File: config.mk
export PLATFORM = sky130hd
export DESIGN_NAME = opb_register_bank_ppc2simulink_flat
export DESIGN_NICKNAME = d
export VERILOG_FILES = /design/src/rtl/opb_register_bank_ppc2simulink_if.sv /design/src/rtl/opb_register_bank_ppc2simulink.sv /design/src/flat_wrapper.sv
export SDC_FILE = /design/constraint.sdc
export NUM_CORES = 1
export LEC_CHECK = 0
export CAP_MARGIN = 10
export CORE_ASPECT_RATIO = 1.4
export CORE_MARGIN = 2
export CORE_UTILIZATION = 40
export CTS_BUF_LIST = sky130_fd_sc_hd__clkbuf_16
export DETAILED_ROUTE_END_ITERATION = 8
export GPL_TIMING_DRIVEN = 0
export PLACE_DENSITY_LB_ADDON = 0.1
export SLEW_MARGIN = 30
export SYNTH_ARGS = -nofsm -noshare
export SYNTH_HDL_FRONTEND = slang
export SYNTH_SLANG_ARGS = --single-unit
File: constraint.sdc
create_clock -name OPB_Clk -period 2.2 [get_ports OPB_Clk]
set_input_delay 0.66 -clock OPB_Clk [delete_from_list [all_inputs] [get_ports OPB_Clk]]
set_output_delay 0.66 -clock OPB_Clk [all_outputs]
set_load 0.02 [all_outputs]
File: src/rtl/opb_register_bank_ppc2simulink_if.sv
// OPB slave-side bus bundle for the register bank: master drives the OPB_* request
// signals, the slave returns the Sl_* response signals. Bit 0 is the MSB (IBM numbering).
interface opb_register_bank_ppc2simulink_if;
    logic [0:31] OPB_ABus;
    logic [0:3]  OPB_BE;
    logic [0:31] OPB_DBus;
    logic        OPB_RNW;
    logic        OPB_select;
    logic        OPB_seqAddr;
    logic [0:31] Sl_DBus;
    logic        Sl_xferAck;
    logic        Sl_errAck;
    logic        Sl_retry;
    logic        Sl_toutSup;

    modport master (
        output OPB_ABus, OPB_BE, OPB_DBus, OPB_RNW, OPB_select, OPB_seqAddr,
        input  Sl_DBus, Sl_xferAck, Sl_errAck, Sl_retry, Sl_toutSup
    );

    modport slave (
        input  OPB_ABus, OPB_BE, OPB_DBus, OPB_RNW, OPB_select, OPB_seqAddr,
        output Sl_DBus, Sl_xferAck, Sl_errAck, Sl_retry, Sl_toutSup
    );
endinterface

File: src/rtl/opb_register_bank_ppc2simulink.sv
// C_NUM_REGS software-writable 32-bit control registers on one OPB window, with per-register
// write strobes. Define OPB_REGBANK_STATUS_EN to add read-only status words fed by user_data_in.
module opb_register_bank_ppc2simulink #(
    parameter logic [31:0] C_BASEADDR   = 32'h0108F200,
    parameter logic [31:0] C_HIGHADDR   = 32'h0108F2FF,
    parameter int          C_OPB_AWIDTH = 32,
    parameter int          C_OPB_DWIDTH = 32,
    parameter int          C_NUM_REGS   = 4,
    parameter logic [31:0] C_RESET_VAL  = 32'h00000000
) (
    input  logic                          OPB_Clk,
    input  logic                          OPB_Rst_n,
    opb_register_bank_ppc2simulink_if.slave opb,
    output logic [32*C_NUM_REGS-1:0]      user_data_out,
    output logic [C_NUM_REGS-1:0]         user_wr_strb
`ifdef OPB_REGBANK_STATUS_EN
    ,
    input  logic [32*C_NUM_REGS-1:0]      user_data_in
`endif
);

    typedef enum logic [1:0] {
        ST_IDLE = 2'd0,
        ST_ACK  = 2'd1,
        ST_WAIT = 2'd2
    } state_t;

    state_t                    r_state;
    state_t                    w_state_next;
    logic [C_OPB_AWIDTH-1:0]   w_addr;
    logic [C_OPB_AWIDTH-1:0]   w_offset;
    logic [5:0]                w_idx;
    logic                      w_in_window;
    logic                      w_start;
    logic                      w_rnw;
    logic [3:0]                w_be;
    logic [C_OPB_DWIDTH-1:0]   w_wdata;
    logic [C_OPB_DWIDTH-1:0]   w_rd_data;
    logic [C_OPB_DWIDTH-1:0]   r_sl_dbus;
    logic [C_NUM_REGS-1:0]     w_wr_en;
    logic                      w_unused_bits;

    // [0:31] bus vectors land on [31:0] locals, so OPB bit 0 becomes bit 31 and BE[0] becomes w_be[3].
    assign w_addr      = opb.OPB_ABus;
    assign w_wdata     = opb.OPB_DBus;
    assign w_be        = opb.OPB_BE;
    assign w_rnw       = opb.OPB_RNW;
    assign w_offset    = w_addr - C_BASEADDR;
    assign w_idx       = w_offset[7:2];
    assign w_in_window = (w_addr >= C_BASEADDR) && (w_addr <= C_HIGHADDR);
    assign w_start     = (r_state == ST_IDLE) && opb.OPB_select && w_in_window;

    assign w_unused_bits = ^{opb.OPB_seqAddr, w_offset[C_OPB_AWIDTH-1:8], w_offset[1:0]};

`ifdef OPB_REGBANK_STATUS_EN
    logic [32*C_NUM_REGS-1:0] r_status;

    always_ff @(posedge OPB_Clk or negedge OPB_Rst_n) begin
        if (!OPB_Rst_n) begin
            r_status <= '0;
        end else begin
            r_status <= user_data_in;
        end
    end
`endif

    always_comb begin
        w_rd_data = '0;
        for (int i = 0; i < C_NUM_REGS; i++) begin
            if (w_idx == 6'(i)) begin
                w_rd_data = user_data_out[32*i +: 32];
            end
`ifdef OPB_REGBANK_STATUS_EN
            if (w_idx == 6'(C_NUM_REGS + i)) begin
                w_rd_data = r_status[32*i +: 32];
            end
`endif
        end
    end

    always_comb begin
        w_state_next = r_state;
        case (r_state)
            ST_IDLE: if (w_start)         w_state_next = ST_ACK;
            ST_ACK:                       w_state_next = ST_WAIT;
            ST_WAIT: if (!opb.OPB_select) w_state_next = ST_IDLE;
            default:                      w_state_next = ST_IDLE;
        endcase
    end

    // Decode is registered: the request is acted on at the edge entering ACK, so data,
    // register update and strobe all become visible together with the ack.
    always_ff @(posedge OPB_Clk or negedge OPB_Rst_n) begin
        if (!OPB_Rst_n) begin
            r_state   <= ST_IDLE;
            r_sl_dbus <= '0;
        end else begin
            r_state   <= w_state_next;
            r_sl_dbus <= (w_start && w_rnw) ? w_rd_data : '0;
        end
    end

    genvar gi;
    generate
        for (gi = 0; gi < C_NUM_REGS; gi++) begin : g_reg
            logic [31:0] r_reg;
            logic        r_strb;

            assign w_wr_en[gi] = w_start && !w_rnw && (w_idx == 6'(gi));

            always_ff @(posedge OPB_Clk or negedge OPB_Rst_n) begin
                if (!OPB_Rst_n) begin
                    r_reg  <= C_RESET_VAL;
                    r_strb <= 1'b0;
                end else begin
                    r_strb <= w_wr_en[gi];
                    if (w_wr_en[gi]) begin
                        for (int b = 0; b < 4; b++) begin
                            if (w_be[b]) begin
                                r_reg[8*b +: 8] <= w_wdata[8*b +: 8];
                            end
                        end
                    end
                end
            end

            assign user_data_out[32*gi +: 32] = r_reg;
            assign user_wr_strb[gi]           = r_strb;
        end
    endgenerate

    assign opb.Sl_DBus    = r_sl_dbus;
    assign opb.Sl_xferAck = (r_state == ST_ACK);
    assign opb.Sl_errAck  = 1'b0;
    assign opb.Sl_retry   = 1'b0;
    assign opb.Sl_toutSup = 1'b0;

endmodule

File: src/flat_wrapper.sv
// flat-port wrapper written by rule: the top's interface ports become plain ports
module opb_register_bank_ppc2simulink_flat 
#(
    parameter logic [31:0] C_BASEADDR   = 32'h0108F200,
    parameter logic [31:0] C_HIGHADDR   = 32'h0108F2FF,
    parameter int          C_OPB_AWIDTH = 32,
    parameter int          C_OPB_DWIDTH = 32,
    parameter int          C_NUM_REGS   = 4,
    parameter logic [31:0] C_RESET_VAL  = 32'h00000000
)
  (OPB_Clk, OPB_Rst_n, user_data_out, user_wr_strb, opb_OPB_ABus, opb_OPB_BE, opb_OPB_DBus, opb_OPB_RNW, opb_OPB_select, opb_OPB_seqAddr, opb_Sl_DBus, opb_Sl_xferAck, opb_Sl_errAck, opb_Sl_retry, opb_Sl_toutSup);
  opb_register_bank_ppc2simulink_if opb_i ();
  input  logic OPB_Clk;
  input  logic OPB_Rst_n;
  output logic [32*C_NUM_REGS-1:0] user_data_out;
  output logic [C_NUM_REGS-1:0] user_wr_strb;
  input wire logic [$bits(opb_i.OPB_ABus)-1:0] opb_OPB_ABus;
  input wire logic [$bits(opb_i.OPB_BE)-1:0] opb_OPB_BE;
  input wire logic [$bits(opb_i.OPB_DBus)-1:0] opb_OPB_DBus;
  input wire logic [$bits(opb_i.OPB_RNW)-1:0] opb_OPB_RNW;
  input wire logic [$bits(opb_i.OPB_select)-1:0] opb_OPB_select;
  input wire logic [$bits(opb_i.OPB_seqAddr)-1:0] opb_OPB_seqAddr;
  output wire logic [$bits(opb_i.Sl_DBus)-1:0] opb_Sl_DBus;
  output wire logic [$bits(opb_i.Sl_xferAck)-1:0] opb_Sl_xferAck;
  output wire logic [$bits(opb_i.Sl_errAck)-1:0] opb_Sl_errAck;
  output wire logic [$bits(opb_i.Sl_retry)-1:0] opb_Sl_retry;
  output wire logic [$bits(opb_i.Sl_toutSup)-1:0] opb_Sl_toutSup;
  assign opb_i.OPB_ABus = opb_OPB_ABus;
  assign opb_i.OPB_BE = opb_OPB_BE;
  assign opb_i.OPB_DBus = opb_OPB_DBus;
  assign opb_i.OPB_RNW = opb_OPB_RNW;
  assign opb_i.OPB_select = opb_OPB_select;
  assign opb_i.OPB_seqAddr = opb_OPB_seqAddr;
  assign opb_Sl_DBus = opb_i.Sl_DBus;
  assign opb_Sl_xferAck = opb_i.Sl_xferAck;
  assign opb_Sl_errAck = opb_i.Sl_errAck;
  assign opb_Sl_retry = opb_i.Sl_retry;
  assign opb_Sl_toutSup = opb_i.Sl_toutSup;
  opb_register_bank_ppc2simulink #(.C_BASEADDR(C_BASEADDR), .C_HIGHADDR(C_HIGHADDR), .C_OPB_AWIDTH(C_OPB_AWIDTH), .C_OPB_DWIDTH(C_OPB_DWIDTH), .C_NUM_REGS(C_NUM_REGS), .C_RESET_VAL(C_RESET_VAL)) u_core (.OPB_Clk(OPB_Clk), .OPB_Rst_n(OPB_Rst_n), .opb(opb_i), .user_data_out(user_data_out), .user_wr_strb(user_wr_strb));
endmodule
==> flow_summary.toml <==
[floorplanning]
floorplan.rows = 58
core_um2 = 17900
io_pins = 241
chipHeight_um = 164
die-area_um2 = 19300
initial_utilization = 0.406
dieWidth_um = 118

[worst_setup_path]
reg2reg_to = "u_core.g_reg[0].r_reg[6]"
worstSetupStartpoint = "opb_OPB_ABus[13]"
critical_path_required_ns = 2.50
startpoint_type = "primary input"
regToRegStartpoint = "u_core.r_state[0]"
path_class = "in -> reg"
ff2ff_setup_slack_ns = 0.06
r2r_cells = 6
path_max_fanout = 8
arrival_ns = 2.46
cp-end-kind = "register"

[power]
peakVddDrop_v = 0.000399
p_leak_nw = 5.23
p_per_area_nw_per_um2 = 553

[global_route]
grt_max_degree = 90
grt_pass1_wl_um = 36000
grt_antenna_before_repair = 0
grt.total_usage = 0.243
grt_pass1_vias = 6276
grt_overflow_total = 0

[synth]
avgSynthCellArea_um2 = 14.2
yosysTopAreaCellShare = 0.571
syn_area_um2 = 7270
yosys_most_used_dff = "dfrtp_1"
synth_edf_count = 0
synth-async-reset-ratio = 1.00
ys_warn_count = 0
ys_ff_latch = 166
synthTopCellsByArea = "dfrtp_1, mux2_2, o2111ai_1"
synth_cell_types = 34
yosys.area.top_type = "dfrtp_1"
ys_seq_area_frac = 0.571
syn_inst = 512

[placed_design]
dpl.cell_count = 988
placed_area_um2 = 10000
hpwl_um = 16100
portBuffers = 233
routabilityCongestion = 0.808

[sta]
fin_skew_ns = 0.00851
fmaxAchievable_ghz = 0.462
hold_slack_ns = 0.213
setup_violations = 0
relSlewSlack = 0.589
post-route-period-util = 0.984
hold_viol_final = 0
slew_violations = 0
rsz0062_at_grt = "yes"
fin_crit_ns = 2.17
tightestPinTransition_ns = 0.617

[clocking]
clk_pin_slew_worst_paths_ns = 0.07
clock_latency_ns = 0.42
clk_path_buf_depth = 2
htreeDepth = 4
cts_root_buffer = "clkbuf_16"
cts_buffers = 17
cts_tree = "built"
cts.sinks = 166
hold_buffers = 0

[layout]
regArea_um2 = 4150
largest_reg_flops = 128
drive_above_1_share = 0.322
fin_nets = 878
finalInstanceArea_um2 = 11400
multiInputGateArea_um2 = 3170
diodes = 0
mostFrequentLayoutCell = "clkdlybuf4s50_1"
fillers = 1451
layout_common_cells = "clkdlybuf4s50_1, dfrtp_1, mux2_2"
layoutNonFillerInstCount = 1058
syn_to_final_growth_pct = 56.2

[route]
drt-total-wl_um = 23200
detail_route.vias_per_cell = 5.46
ant_nets = 0
vias = 5777
drt-pass1-iter-count = 4
drt_iter0_markers = 246
drc_errors = 0
wire_per_inst_um = 21.9

[job]
cap_violations = 0

[min_path]
worstHoldPathType = "in -> async"

[status]
status = "finished, final reports clean"
## timing repair
item	CTS	global route
hold endpoints to repair	0	0
endpoints found under the setup margin	163	152
buffers inserted	37	4
pin swaps	27	17
gates cloned	1	0
gates resized for setup	71	39
## cells in the mapped netlist, drive strengths merged (3+ instances only)
master / count
a211oi: 32
a22oi: 32
buf: 10
clkbuf: 28
dfrtp: 166
mux2: 128
nand3: 3
nand4: 6
nor2: 34
nor3: 14
nor4: 9
nor4b: 5
o2111ai: 32
## worst max-delay path, stage by stage
cell and delay, ns:
clkdlybuf4s50_1 0.46, and4_4 0.30, nand4_4 0.16, buf_12 0.17
nor3_4 0.21, buf_12 0.16, mux2_1 0.33
## stage by stage
stage | total power, W | setup WS, ns | util | TNS [ns]
floorplan | 0.00319 | -0.134 | - | -12.96
global route | 0.00650 | -0.0167 | 0.634 | -0.0940
finish | 0.00628 | 0.0350 | 0.634 | 0
global placement | 0.00344 | -6.07 | 0.559 | -1154.95
CTS | 0.00633 | -0.00124 | 0.627 | -0.00180
detailed placement | 0.00345 | -1.08 | 0.560 | -155.34
## layout make-up
type	count	area share
Buffer	35	0.0219
Clock buffer	17	0.0374
Inverter	2	0.000661
Timing Repair Buffer	275	0.256
Clock inverter	15	0.0124
Tap cell	240	0.0264
Sequential cell	166	0.366
Multi-Input combinational cell	308	0.279
## logic make-up (layout without fill, tap and decap cells)
logic type | Yosys count | in the layout | synth area share
flops | 166 | 166 | 0.571
mux | 128 | 128 | 0.198
compound gates | 96 | 96 | 0.105
simple gates | 81 | 81 | 0.0998
buf+inv | 40 | 344 | 0.0255
other cells | 1 | 3 | 0.000516
## power by group
| group | total (W) | switching [W] | internal (W) |
|---|---|---|---|
| registers | 0.00305 | 0.0000000000236 | 0.00305 |
| clock network | 0.00289 | 0.00130 | 0.00159 |
| logic | 0.000345 | 0.000208 | 0.000137 |
## metal layers
layer | track usage | vias up | routed length [um]
met4 | 0.0904 | 0 | 467
met3 | 0.0681 | 41 | 1540
met2 | 0.427 | 223 | 12100
met5 | 0 | - | 0
li1 | - | 2547 | -
met1 | 0.285 | 2966 | 9120
## how the worst max path moves through the flow
stage                                            to  cells after the start
after floorplan            u_core.g_reg[1].r_reg[0]                      4
after global placement    u_core.g_reg[1].r_reg[29]                      1
after detailed placement  u_core.g_reg[0].r_reg[22]                      6
after CTS                  u_core.g_reg[2].r_reg[8]                      8
after global routing      u_core.g_reg[3].r_reg[26]                      6
final                      u_core.g_reg[0].r_reg[6]                      7
No activity file was read; power rests on OpenSTA's default activity.
